--- src/rtl/rs_gen_pkg.sv ---
// rtl/rs_gen_pkg.sv - shared encodings and constants for the RS message source
//
// Purpose: payload mode encodings, FSM state constants, LFSR taps and default
// seed, plus the single-step LFSR function used by rs_prbs16.
package rs_gen_pkg;

  typedef enum logic [1:0] {
    MODE_CNT   = 2'd0,
    MODE_IDX   = 2'd1,
    MODE_PRBS  = 2'd2,
    MODE_CONST = 2'd3
  } mode_e;

  typedef logic [1:0] state_t;
  localparam state_t ST_IDLE   = 2'd0;
  localparam state_t ST_DATA   = 2'd1;
  localparam state_t ST_PARITY = 2'd2;

  // x^16 + x^14 + x^13 + x^11 + 1 as bit positions 15, 13, 12, 10
  localparam logic [15:0] PRBS_TAPS    = 16'hB400;
  localparam logic [15:0] DEFAULT_SEED = 16'hACE1;

  // Fibonacci step: shift left, feedback is the parity of the tapped bits
  function automatic logic [15:0] prbs_next(input logic [15:0] s);
    return {s[14:0], ^(s & PRBS_TAPS)};
  endfunction

endpackage

--- src/rtl/rs_prbs16.sv ---
// rtl/rs_prbs16.sv - 16-bit Fibonacci LFSR with seed load and advance
//
// Ports:
//   clk, rst     clock, synchronous active-low reset (loads seed)
//   load         reload state from seed
//   advance      take one LFSR step
//   seed         value loaded on reset or load
//   state        current LFSR state
//   state_next   state after one step (combinational look-ahead)
module rs_prbs16
  import rs_gen_pkg::*;
(
  input  logic        clk,
  input  logic        rst,
  input  logic        load,
  input  logic        advance,
  input  logic [15:0] seed,
  output logic [15:0] state,
  output logic [15:0] state_next
);

  assign state_next = prbs_next(state);

  always_ff @(posedge clk) begin
    if (!rst || load) begin
      state <= seed;
    end else if (advance) begin
      state <= state_next;
    end
  end

endmodule

--- src/rtl/rs_msg_gen.sv ---
// rtl/rs_msg_gen.sv - framed Reed-Solomon message symbol source
//
// Emits K data symbols then N-K parity slots per frame over valid/ready.
// Ports:
//   clk, rst     clock, synchronous active-low reset
//   en           run enable, sampled in IDLE and at the end of each frame
//   mode         payload: 0 free count, 1 frame index, 2 PRBS, 3 constant
//   const_val    payload for mode 3
//   m_ready      downstream ready
//   m_valid      m_data carries a message symbol
//   m_data       message symbol
//   m_sof/m_eof  first / K-th data symbol of the frame
//   parity_slot  high during the N-K parity slots
//   frame_cnt    completed frames, wrapping
module rs_msg_gen
  import rs_gen_pkg::*;
#(
  parameter int          SYM_W = 8,
  parameter int          N     = 255,
  parameter int          K     = 239,
  parameter logic [15:0] SEED  = DEFAULT_SEED
) (
  input  logic             clk,
  input  logic             rst,
  input  logic             en,
  input  logic [1:0]       mode,
  input  logic [SYM_W-1:0] const_val,
  input  logic             m_ready,
  output logic             m_valid,
  output logic [SYM_W-1:0] m_data,
  output logic             m_sof,
  output logic             m_eof,
  output logic             parity_slot,
  output logic [15:0]      frame_cnt
);

  localparam int IW = $clog2(N);
  localparam logic [IW-1:0] LAST_DATA = IW'(K - 1);
  localparam logic [IW-1:0] LAST_SLOT = IW'(N - K - 1);

  generate
    if (SYM_W < 3 || SYM_W > 16) begin : g_bad_sym_w
      $error("rs_msg_gen: SYM_W must be within 3..16");
    end
    if (K <= 0 || K >= N) begin : g_bad_k
      $error("rs_msg_gen: K must satisfy 0 < K < N");
    end
    if (N > (1 << SYM_W) - 1) begin : g_bad_n
      $error("rs_msg_gen: N must not exceed 2^SYM_W - 1");
    end
    if (SEED == 16'h0000) begin : g_bad_seed
      $error("rs_msg_gen: SEED must be nonzero");
    end
  endgenerate

  state_t           state;
  mode_e            mode_l;
  logic [SYM_W-1:0] const_l;
  logic [IW-1:0]    idx;
  logic [IW-1:0]    slot;
  logic [SYM_W-1:0] gcnt;
  logic [15:0]      prbs;
  logic [15:0]      prbs_nxt;
  logic             accept;
  logic             par_done;
  logic             start;

  rs_prbs16 u_prbs (
    .clk        (clk),
    .rst        (rst),
    .load       (1'b0),
    .advance    (accept),
    .seed       (SEED),
    .state      (prbs),
    .state_next (prbs_nxt)
  );

  // Symbol value for a given index; the caller supplies counter and LFSR
  // values already matching that symbol so m_data can be registered.
  function automatic logic [SYM_W-1:0] payload(
    input mode_e            md,
    input logic [IW-1:0]    i,
    input logic [SYM_W-1:0] c,
    input logic [15:0]      p,
    input logic [SYM_W-1:0] k
  );
    case (md)
      MODE_CNT:  return c;
      MODE_IDX:  return SYM_W'(i);
      MODE_PRBS: return p[SYM_W-1:0];
      default:   return k;
    endcase
  endfunction

  always_comb begin
    accept   = 1'b0;
    par_done = 1'b0;
    start    = 1'b0;
    accept   = (state == ST_DATA) && m_valid && m_ready;
    par_done = (state == ST_PARITY) && m_ready && (slot == LAST_SLOT);
    // A new frame may follow the last parity slot directly, with no bubble
    start    = en && ((state == ST_IDLE) || par_done);
  end

  always_ff @(posedge clk) begin
    if (!rst) begin
      state       <= ST_IDLE;
      mode_l      <= MODE_CNT;
      const_l     <= '0;
      idx         <= '0;
      slot        <= '0;
      gcnt        <= '0;
      m_valid     <= 1'b0;
      m_data      <= '0;
      m_sof       <= 1'b0;
      m_eof       <= 1'b0;
      parity_slot <= 1'b0;
      frame_cnt   <= '0;
    end else begin
      // Counter and LFSR advance on every accepted symbol and survive IDLE
      if (accept) begin
        gcnt <= gcnt + 1'b1;
      end
      if (par_done) begin
        frame_cnt <= frame_cnt + 16'd1;
      end

      if (start) begin
        state       <= ST_DATA;
        mode_l      <= mode_e'(mode);
        const_l     <= const_val;
        idx         <= '0;
        m_valid     <= 1'b1;
        m_sof       <= 1'b1;
        m_eof       <= (LAST_DATA == '0);
        parity_slot <= 1'b0;
        m_data      <= payload(mode_e'(mode), '0, gcnt, prbs, const_val);
      end else begin
        case (state)
          ST_IDLE: begin
          end
          ST_DATA: begin
            if (accept) begin
              if (idx == LAST_DATA) begin
                state       <= ST_PARITY;
                idx         <= '0;
                slot        <= '0;
                m_valid     <= 1'b0;
                m_data      <= '0;
                m_sof       <= 1'b0;
                m_eof       <= 1'b0;
                parity_slot <= 1'b1;
              end else begin
                idx    <= idx + 1'b1;
                m_data <= payload(mode_l, idx + 1'b1, gcnt + 1'b1, prbs_nxt, const_l);
                m_sof  <= 1'b0;
                m_eof  <= ((idx + 1'b1) == LAST_DATA);
              end
            end
          end
          ST_PARITY: begin
            if (m_ready) begin
              if (slot == LAST_SLOT) begin
                state       <= ST_IDLE;
                parity_slot <= 1'b0;
              end else begin
                slot <= slot + 1'b1;
              end
            end
          end
          default: begin
            state <= ST_IDLE;
          end
        endcase
      end
    end
  end

endmodule

--- config.mk ---
export PLATFORM = sky130hd
export DESIGN_NAME = rs_msg_gen
export DESIGN_NICKNAME = d
export VERILOG_FILES = /design/src/rtl/rs_gen_pkg.sv /design/src/rtl/rs_prbs16.sv /design/src/rtl/rs_msg_gen.sv
export SDC_FILE = /design/constraint.sdc
export NUM_CORES = 1
export LEC_CHECK = 0
export CAP_MARGIN = 0
export CORE_ASPECT_RATIO = 1.2
export CORE_UTILIZATION = 42
export DETAILED_ROUTE_END_ITERATION = 12
export DONT_BUFFER_PORTS = 1
export SYNTH_ARGS = -nofsm -noshare
export SYNTH_HDL_FRONTEND = slang
export SYNTH_HIERARCHICAL = 1
export SYNTH_SLANG_ARGS = --single-unit
--- constraint.sdc ---
create_clock -name clk -period 3.35 [get_ports clk]
set_input_delay 0.5025 -clock clk [delete_from_list [all_inputs] [get_ports clk]]
set_output_delay 0.5025 -clock clk [all_outputs]
set_load 0.01 [all_outputs]
==> results.tsv <==
stage	metric	value	unit
status	status	completed	
synth	avgSynthCellArea	9.741	um2
clocking	hold_buffers	0	
clocking	root_buffer	clkbuf_16	
layout	drive_gt1_share	12.70	%
pwr	seqPwrFrac	48.1	%
clocking	cts_setup_buffers	0	
layout	fin_nets	456	
sta	fin_hold_ws	0.2888	ns
sta	max_clock_freq	0.4083	GHz
detailed_routing	routed_wl	9313	um
detailed_routing	met2_length	4597	um
detailed_routing	drt-initial-drc-count	118	
detailed_routing	top_layer_used	met4	
clocking	cts.sink_count	80	
pwr	ir_drop	0.0002340	V
global_routing	grt_overflow	0	
pwr	p_leak	1.653	nW
clocking	htreeDepth	3	
sta	period_needed	2.449	ns
die	die_h	112.9	um
die	core_area	10010	um2
global_routing	grt_pass1_wl	15010	um
pwr	p_int	1.721	mW
layout	n_fill_cell	948	
placed_design	place.port_buffers	0	
detailed_routing	ant_nets	0	
clocking	ctsResizeCount	0	
global_routing	grt_util_all_layers	18.56	%
sta	slew_headroom	35.50	%
detailed_routing	vias	3110	
pwr	netSwitchingFraction	21.86	%
critical_path	start_kind	flip-flop	
detailed_routing	wl_per_cell	16.43	um
critical_path	critPathMaxStageDelay	0.81	ns
critical_path	cp.arrival	2.70	ns
sta	finalSetupViolCount	0	
critical_path	crit_type	flip-flop to flip-flop	
clocking	clk_pin_slew_worst_paths	0.06	ns
clocking	cts_buffer_depth	2	
clocking	clkLatencyLatePin	0.34	ns
synth	syn_area	4305	um2
die	initial_utilization	43.01	%
hold_path	holdPathStages	2	
layout	areaGrowthSynthToFinish	8.021	%
sta	slew_violations	0	
detailed_routing	viasPerCell	5.485	
critical_path	path_cells	ha_1 > nand4_1 > o21ai_2 > nor3b_2 > nand2_1 > o211ai_1	
detailed_routing	drc	0	
die	dieArea	10660	um2
sta	worst_slew_pin_slew	0.9633	ns
critical_path	r2r_cells	6	
detailed_routing	wl_met3	592	um
hold_path	hp-class	input pin to flip-flop	
die	die_x	94.43	um
sta	hold_viol_final	0	
detailed_routing	dr.pass1.iters	4	
sta	period_share	73.11	%
sta	grt_setup_unrepaired	false	
clocking	numCtsBuffers	9	
critical_path	slowest_stage	nor3b_2	
die	io_pins	42	
critical_path	path_max_fanout	13	
clocking	cts_tree	yes	
synth	post_synth_inst_count	442	
placed_design	dp_hpwl	6471	um
sta	worst_clock_skew	0.01332	ns
sta	fin_tns_setup	0	ns
synth	ys_warn_count	6	
critical_path	crit_required	3.61	ns
die	row_count	40	
pwr	p_comb_share	6.6	%
critical_path	worst_setup_path_end_kind	flip-flop	
pwr	clkPwrFrac	45.3	%
global_routing	grt_max_degree	53	
job	maxCapViolCount	0	
pwr	pwr_density_cell	473.6	nW/um2
global_routing	grt_pass1_vias	3012	
layout	antenna_cells	0	
pwr	p_sw	481.5	uW
placed_design	gp_congestion	0.8112	
global_routing	antenna_found_initial	0	
detailed_routing	wl_met1	3944	um
## power by group through the flow
stage | clock network, mW | registers, mW | logic (mW)
final | 0.998 | 1.06 | 0.145
after global routing | 1.06 | 1.06 | 0.160
after CTS | 1.03 | 1.06 | 0.146
after detailed placement | 0 | 1.08 | 0.144
after global placement | 0 | 1.08 | 0.143
after floorplan | 0 | 1.07 | 0.147
## routing by layer
layer	global-route usage [%]	vias up
li1	-	1531
met1	21.75	1491
met2	31.01	73
met3	6.183	15
met4	7.179	0
met5	0	-
## stage by stage
step	instance area, um2	setup slack (ns)	utilization [%]	total power [mW]	cells
after floorplan	4362	1.325	-	1.212	457
after global placement	4349	0.9779	43.45	1.223	551
after detailed placement	4349	0.9383	43.45	1.226	551
after CTS	4651	0.9209	46.46	2.232	567
after global routing	4651	0.7083	46.46	2.282	567
final	4651	0.9010	46.46	2.202	567
## path summary, 6_finish.rpt
kind           startpoint          to  slack [ns]
max               slot[0]   m_data[6]        0.90
min          const_val[4]  const_l[4]        0.29
max reg2reg       slot[0]   m_data[6]        0.90
min reg2reg    const_l[3]  const_l[3]        0.45
## area by class of cell
| cell class | count | area, um2 | share of cell area (%) |
|---|---|---|---|
| Clock inverter | 3 | 40.04 | 0.8609 |
| Timing Repair Buffer | 3 | 22.52 | 0.4843 |
| Sequential cell | 80 | 1762 | 37.88 |
| Multi-Input combinational cell | 334 | 2377 | 51.12 |
| Inverter | 8 | 30.03 | 0.6457 |
| Clock buffer | 13 | 261.5 | 5.623 |
| Tap cell | 126 | 157.7 | 3.390 |
## layout by cell type, fill, tap and decap left out, types with 6 or more instances in the layout
master	n
a21boi_0	8
a21boi_1	10
a21oi_1	11
and2_1	21
clkbuf_16	10
conb_1	17
dfxtp_1	64
edfxtp_1	16
ha_1	6
inv_1	7
mux2_2	16
mux2_4	10
nand2_1	53
nand3_1	19
nand4_1	12
nor2_1	18
o21ai_0	11
xnor2_1	29
xor2_1	13
## critical path: cells and delay by family, from the launching register on
family          cells  cell delay (ns)
flops               1             0.39
simple gates        3             1.28
compound gates      2             0.48
fa+ha+maj           1             0.22
## flip-flops by register name, summed over array words and instances, names as in the netlist
| register | count |
|---|---|
| mode_l | 2 |
| m_data | 8 |
| gcnt | 8 |
| frame_cnt | 16 |
| state | 2 |
| m_valid | 1 |
| m_eof | 1 |
| parity_slot | 1 |
| slot | 8 |
| u_prbs/state | 16 |
| idx | 8 |
| m_sof | 1 |
| const_l | 8 |
No activity file was read; power rests on OpenSTA's default activity.
